**src/rtl/hazard_ctrl.sv**
```systemverilog
// ============================================================================
// Module      : hazard_ctrl
// Description : Pipeline sequencer for the 5-stage MIPS core. It handles load-use
//               stalls, flushes for branches resolved in MEM, data-memory freeze,
//               and keeps a saturating stall counter.
//               Optional memory timeout / ERR state: define MEM_TIMEOUT_EN.
// Revision    : 1.0 - initial release
// ============================================================================
`default_nettype none

module hazard_ctrl #(
    parameter int CNT_W       = 16,
    parameter int WAIT_W      = 8,
    parameter int TIMEOUT_CYC = 200
) (
    input  logic             clk,
    input  logic             rst_n,
    input  logic [4:0]       i_id_rs,
    input  logic [4:0]       i_id_rt,
    input  logic             i_ex_memread,
    input  logic [4:0]       i_ex_rt,
    input  logic             i_mem_branch,
    input  logic             i_mem_zero,
    input  logic             i_mem_access,
    input  logic             i_dmem_ack,
    output logic             o_pc_en,
    output logic             o_ifid_en,
    output logic             o_idex_en,
    output logic             o_exmem_en,
    output logic             o_ifid_flush,
    output logic             o_idex_flush,
    output logic             o_exmem_flush,
    output logic             o_pc_src,
    output logic             o_dmem_req,
    output logic [CNT_W-1:0] o_stall_cnt,
    output logic             o_err
);

    typedef enum logic [1:0] {
        S_RUN      = 2'd0,
        S_MEM_WAIT = 2'd1,
        S_ERR      = 2'd2
    } state_t;

    state_t           r_state;
    state_t           w_state_nxt;
    logic [CNT_W-1:0] r_stall_cnt;

    logic w_active;
    logic w_freeze;
    logic w_branch;
    logic w_lu_hit;
    logic w_loaduse;
    logic w_stall_cycle;

    // A parameter set whose timeout cannot be reached by the wait counter is rejected at elaboration.
    generate
        if (TIMEOUT_CYC >= (1 << WAIT_W)) begin : g_bad_timeout
            $error("hazard_ctrl: TIMEOUT_CYC must be below 2**WAIT_W");
        end
    endgenerate

    assign w_active      = (r_state != S_ERR);
    assign w_freeze      = w_active & i_mem_access & ~i_dmem_ack;
    assign w_branch      = w_active & i_mem_branch & i_mem_zero;
    assign w_lu_hit      = i_ex_memread & (i_ex_rt != 5'd0) &
                           ((i_ex_rt == i_id_rs) | (i_ex_rt == i_id_rt));
    assign w_loaduse     = w_active & w_lu_hit & ~w_freeze & ~w_branch;
    assign w_stall_cycle = w_freeze | w_loaduse;

    // Output decode: priority freeze > branch > load-use > normal.
    always_comb begin
        o_pc_en       = 1'b0;
        o_ifid_en     = 1'b0;
        o_idex_en     = 1'b0;
        o_exmem_en    = 1'b0;
        o_ifid_flush  = 1'b0;
        o_idex_flush  = 1'b0;
        o_exmem_flush = 1'b0;
        o_pc_src      = 1'b0;
        o_dmem_req    = 1'b0;
        if (!rst_n) begin
            o_ifid_flush  = 1'b1;
            o_idex_flush  = 1'b1;
            o_exmem_flush = 1'b1;
        end else if (w_active) begin
            o_dmem_req = i_mem_access;
            if (w_freeze) begin
                o_pc_en = 1'b0;
            end else if (w_branch) begin
                o_pc_en       = 1'b1;
                o_ifid_en     = 1'b1;
                o_idex_en     = 1'b1;
                o_exmem_en    = 1'b1;
                o_ifid_flush  = 1'b1;
                o_idex_flush  = 1'b1;
                o_exmem_flush = 1'b1;
                o_pc_src      = 1'b1;
            end else if (w_loaduse) begin
                o_idex_en    = 1'b1;
                o_exmem_en   = 1'b1;
                o_idex_flush = 1'b1;
            end else begin
                o_pc_en    = 1'b1;
                o_ifid_en  = 1'b1;
                o_idex_en  = 1'b1;
                o_exmem_en = 1'b1;
            end
        end
    end

`ifdef MEM_TIMEOUT_EN
    logic [WAIT_W-1:0] r_wait_cnt;
    logic              r_err;
    logic              w_timeout;

    assign w_timeout = (r_wait_cnt == TIMEOUT_CYC[WAIT_W-1:0]);

    always_ff @(posedge clk or negedge rst_n) begin
        if (!rst_n) begin
            r_wait_cnt <= '0;
        end else if ((r_state == S_RUN) && (w_state_nxt == S_MEM_WAIT)) begin
            r_wait_cnt <= '0;
        end else if ((r_state == S_MEM_WAIT) && (r_wait_cnt != {WAIT_W{1'b1}})) begin
            r_wait_cnt <= r_wait_cnt + 1'b1;
        end
    end

    always_ff @(posedge clk or negedge rst_n) begin
        if (!rst_n) begin
            r_err <= 1'b0;
        end else if (w_state_nxt == S_ERR) begin
            r_err <= 1'b1;
        end
    end

    assign o_err = r_err;
`else
    logic w_timeout;

    assign w_timeout = 1'b0;
    assign o_err     = 1'b0;
`endif

    // MEM_WAIT is left as soon as the freeze condition clears; an ack in the timeout cycle wins.
    always_comb begin
        w_state_nxt = r_state;
        case (r_state)
            S_RUN: begin
                if (w_freeze) begin
                    w_state_nxt = S_MEM_WAIT;
                end
            end
            S_MEM_WAIT: begin
                if (!w_freeze) begin
                    w_state_nxt = S_RUN;
                end else if (w_timeout) begin
                    w_state_nxt = S_ERR;
                end
            end
            S_ERR: begin
`ifdef MEM_TIMEOUT_EN
                w_state_nxt = S_ERR;
`else
                w_state_nxt = S_RUN;
`endif
            end
            default: begin
                w_state_nxt = S_RUN;
            end
        endcase
    end

    always_ff @(posedge clk or negedge rst_n) begin
        if (!rst_n) begin
            r_state <= S_RUN;
        end else begin
            r_state <= w_state_nxt;
        end
    end

    always_ff @(posedge clk or negedge rst_n) begin
        if (!rst_n) begin
            r_stall_cnt <= '0;
        end else if (w_stall_cycle && (r_stall_cnt != {CNT_W{1'b1}})) begin
            r_stall_cnt <= r_stall_cnt + 1'b1;
        end
    end

    assign o_stall_cnt = r_stall_cnt;

endmodule

`default_nettype wire
```
**config.mk**
```make
export PLATFORM = sky130hd
export DESIGN_NAME = hazard_ctrl
export DESIGN_NICKNAME = d
export VERILOG_FILES = /design/src/rtl/hazard_ctrl.sv
export SDC_FILE = /design/constraint.sdc
export NUM_CORES = 1
export LEC_CHECK = 0
export CORE_ASPECT_RATIO = 0.8
export CORE_MARGIN = 5
export CORE_UTILIZATION = 45
export CTS_BUF_LIST = sky130_fd_sc_hd__clkbuf_8
export DETAILED_ROUTE_END_ITERATION = 16
export GPL_ROUTABILITY_DRIVEN = 0
export GPL_TIMING_DRIVEN = 1
export MAX_ROUTING_LAYER = met4
export PLACE_DENSITY = 0.9
export SYNTH_ARGS = -nofsm -noshare
export SYNTH_HDL_FRONTEND = slang
export SYNTH_SLANG_ARGS = --single-unit
export TNS_END_PERCENT = 5
```
**constraint.sdc**
```tcl
create_clock -name clk -period 4.8 [get_ports clk]
set_input_delay 0.96 -clock clk [delete_from_list [all_inputs] [get_ports clk]]
set_output_delay 0.96 -clock clk [all_outputs]
set_load 0.02 [all_outputs]
```
======== After elaboration in Yosys (flattened, before gate mapping) ========
Index checks and enable logic that the tools add are counted.
word-level totals
  bits in registers ....................... 18
  bits of input ports ..................... 22
  output and inout bits ................... 26
  logic and storage cells ................. 51
operators by class
  add/sub/neg operators ................... 1
  eq/ne operators ......................... 7
  multiplexer cells ....................... 23
  bitwise logic cells ..................... 14
  reduce and logical (&&, ||, !) cells .... 4
operators by type and width
  operator                 number
  $mux W1                  20
  $add A16 B1 Y16 const B  1
  $ne A16 B16 Y1 const B   1
  $eq A5 B5 Y1             2
  $and A1 B1 Y1            9
  $ne A2 B2 Y1 const B     3
  $reduce_bool A5 Y1       1
  $mux W2                  2
  $pmux W2 S2              1
  $not A1 Y1               3
  $eq A2 B1 Y1 const B     1
  $logic_not A2 Y1         1
  $or A1 B1 Y1             2
  $reduce_and A2 Y1        1
  $logic_and A1 B1 Y1      1

======== Logic depth before layout (Yosys ltp) ========
  word-level depth ........................ 11
  depth in mapped cells ................... 8
  mapped depth without buffers ............ 7

======== Worst setup path before layout ========
OpenSTA, ideal clock, no wires.
  path kind ............................... in2out
  start point ............................. input port i_ex_rt[1]
  end point ............................... output port o_pc_en
  data arrival time ....................... 2405 ps
  required time ........................... 3840 ps
  path slack .............................. 1435 ps
  stages on the path ...................... 6
  path buffers ............................ 1
  path through ............................ or4_1 > o211ai_2 > nand2b_1 > nor2_1 > nor2_1 > buf_4
on the way
  cells in the longest elaborated chain, start to end .. 11
  elaborated cells between the ends (all ways) .. 14
  those cells by class .................... eq/ne: 2; mux: 5; bitwise: 6; reduce/logical: 1
RTL lines
  item                                                       RTL line  RTL
  from (decl)                                                21        input logic [4:0] i_ex_rt,
  $eq A5 B5 Y1 / $reduce_bool A5 Y1 (equally long branches)  67, 66
  $or A1 B1 Y1 / $and A1 B1 Y1 (equally long branches)       67, 66
  $and A1 B1 Y1 (*)                                          66        assign w_lu_hit = i_ex_memread & (i_ex_rt != 5'd0) &
  $and A1 B1 Y1 (*) (3 in series)                            68        assign w_loaduse = w_active & w_lu_hit & ~w_freeze & ~w_branch;
  $mux W1 (*) (5 in series)                                  n/a
  to (decl)                                                  26        output logic o_pc_en,
Every way passes the cells marked *; elsewhere a longest branch is shown, timed or not.

======== Worst setup path after layout ========
  start point ............................. input port i_ex_rt[1]
  end point ............................... output port o_pc_en
on the way
  cells in the longest elaborated chain, start to end .. 11
  elaborated cells between the ends (all ways) .. 14
  those cells by class .................... eq/ne: 2; mux: 5; bitwise: 6; reduce/logical: 1
RTL lines
  item                                                       RTL line  RTL
  $eq A5 B5 Y1 / $reduce_bool A5 Y1 (equally long branches)  67, 66
  $or A1 B1 Y1 / $and A1 B1 Y1 (equally long branches)       67, 66
  $and A1 B1 Y1 (*)                                          66
  $and A1 B1 Y1 (*) (3 in series)                            68
  $mux W1 (*)                                                99        end else if (w_loaduse) begin
  $mux W1 (*)                                                90        end else if (w_branch) begin
  $mux W1 (*)                                                88        if (w_freeze) begin
  $mux W1 (*)                                                86        end else if (w_active) begin
  $mux W1 (*)                                                82        if (!rst_n) begin
Marked as above.

==> flow_summary.ini <==
[placed_design]
post-place-ws_ps = 653
port-buffer-count = 46
placed_cell_area_sq_um = 1460
dp_hpwl_microns = 2200
place_inst = 170

[layout]
final_cells = 174
drive_gt1_share_pct = 6.04
n_fill_cell = 169
design_area_sq_um = 1520
nets = 173
seqCellArea_sq_um = 400
multi_input_area_sq_um = 559
area_delta_synth_final_pct = 51.1
antenna_cells = 0
largest_reg_flops = 16

[sta]
timing.fmax_mhz = 241
setup-tns-final_ps = 0
fin_crit_sh_pct = 86.5
finalHoldViolations = 0
grt_setup_unrepaired = false
clock_skew_ps = 3.57
tightest_slew_ps = 501
timing.final.max_slew_violations = 0
setup-violations-final = 0
max-slew-margin-rel_pct = 66.6
fin_crit_ps = 4150
fin_ws_ps = 647

[die]
die_w_microns = 62.8
start_util_pct = 47.0
core.rowCount = 15
die_h_microns = 52.3
io-pin-count = 48
dieArea_sq_um = 3280
core_sq_um = 2140

[route]
drc = 0
met1_length_microns = 1130
wl_met2_microns = 1450
wl_microns = 2800
top_layer = met4
vias_per_cell = 5.40
vias = 940
dr.pass1.iters = 4
ant_nets = 0
dr_wl_met3_microns = 159
wire_per_inst_microns = 16.1
drt_iter0_drc = 15

[clock_network]
cts_sinks = 16
clk_latency_ps = 250
htreeDepth = 1
cts_buffer_depth = 2
clock-root-buffer = clkbuf_8
cts_tree = done
cts_setup_buffers = 0
numCtsBuffers = 3
clk_pin_slew_ps = 60
cts_resized = 0
cts_hold_buf = 0

[power]
finalPower_mw = 0.492
powerDensity_nw_per_um2 = 324
peakVddDrop_uv = 303
leakagePower_nw = 0.623

[synth]
ys_top_cells_by_area = dfrtp_1 40%, xnor2_1 11%, xor2_1 9.6%, nand4_1 4.4%, nand2_1 3.7%
synth_edf_count = 0
async_flop_share_pct = 100
ys_types = 32
ys_ff_latch = 16
synth_most_common_cell = dfrtp_1
synth_warnings = 0
ys_seq_area_share_pct = 39.9
ys.flop_type = dfrtp_1
postSynthCellCount = 103
ys_top_cells_by_count = 16 x dfrtp_1, 13 x xnor2_1, 11 x xor2_1
synth_top_area_share_pct = 39.9
syn_avg_cell_area_sq_um = 9.75
synth_nets = 126
synth_top_cell_by_area = dfrtp_1
synth.cell_area_sq_um = 1000

[critical_path]
endpoint_kind = primary output
criticalPathCategory = input port to primary output
required_ps = 3840
cp_max_fo = 3
start_kind = input port
worstPathArrival_ps = 3190

[global_route]
grt_pass1_wl_microns = 4730
gr-total-overflow = 0
grt_pass1_vias = 1020
grt_max_degree = 13
antenna_found_initial = 0
grtUsageTotal_pct = 18.6

[outcome]
outcome = completed

[run]
max_cap_viol_count = 0

[worst_hold_path]
min_path_type = register to register
cells in the final DEF (no fill, tap or decap), types with 2 or more instances in the layout:
cell type	netlist	layout
nand3_1	4	4
and3_1	4	4
nand4_1	7	7
nand2b_1	2	2
clkbuf_8	0	4
xor2_1	11	11
nand2_1	10	10
xnor2_1	13	13
nor3_1	2	2
clkdlybuf4s50_1	0	46
and2_1	4	4
nor2_1	6	6
dfrtp_1	16	16
where the power goes:
| group | switching, mW | internal (mW) |
|---|---|---|
| clock network | 0.0465 | 0.0728 |
| logic | 0.0844 | 0.0935 |
| registers | 0.0358 | 0.159 |
logic make-up (layout without fill, tap and decap cells):
logic type / count (synthesis) / after routing / share of synthesized area (%)
multiplexers: 1 / 1 / 1.12
AND/OR/NAND/NOR: 43 / 43 / 23.5
AO/OA/AOI/OAI: 11 / 11 / 8.47
adder cells (fa/ha/maj): 1 / 1 / 1.25
flip-flops: 16 / 16 / 39.9
other: 1 / 1 / 0.373
buffers and inverters: 6 / 52 / 4.48
XOR/XNOR: 24 / 24 / 20.9
layer usage:
| layer | up-vias | GRT usage, % |
|---|---|---|
| li1 | 448 | - |
| met1 | 452 | 20.9 |
| met5 | - | - |
| met3 | 6 | 4.94 |
| met2 | 34 | 33.1 |
| met4 | 0 | 5.30 |
worst max-delay path, stage by stage:
cell	delay, ps
clkdlybuf4s50_1	470
or4_1	550
o211ai_2	200
nand2b_1	180
nor2_1	50
nor2_1	150
clkdlybuf4s50_1	620
path summary, 6_finish.rpt:
kind                                   end       startpoint  slack [ps]  cells past startpoint
min in group asynchronous  o_stall_cnt[15]            rst_n         960                      1
max in group asynchronous  o_stall_cnt[11]            rst_n        3380                      2
max                                o_pc_en       i_ex_rt[1]         650                      7
min reg2reg                o_stall_cnt[10]  o_stall_cnt[10]         520                      1
min                        o_stall_cnt[10]  o_stall_cnt[10]         520                      1
max reg2reg                o_stall_cnt[15]   o_stall_cnt[0]        2500                      7
metrics by stage:
stage / utilization (%) / hold WS (ps)
detailed placement: 68.4 / 495
finish: 70.9 / 518
floorplan: - / 594
CTS: 70.9 / 523
global route: 70.9 / 536
global placement: 68.4 / 488
area by class of cell:
| cell class | count | area share (%) |
|---|---|---|
| tap | 25 | 2.06 |
| timing repair buffer | 47 | 30.8 |
| clock buffer | 4 | 3.63 |
| sequential | 16 | 26.4 |
| inverter | 1 | 0.247 |
| multi-input combinational | 81 | 36.9 |
Power figures use the tool's default switching activity.
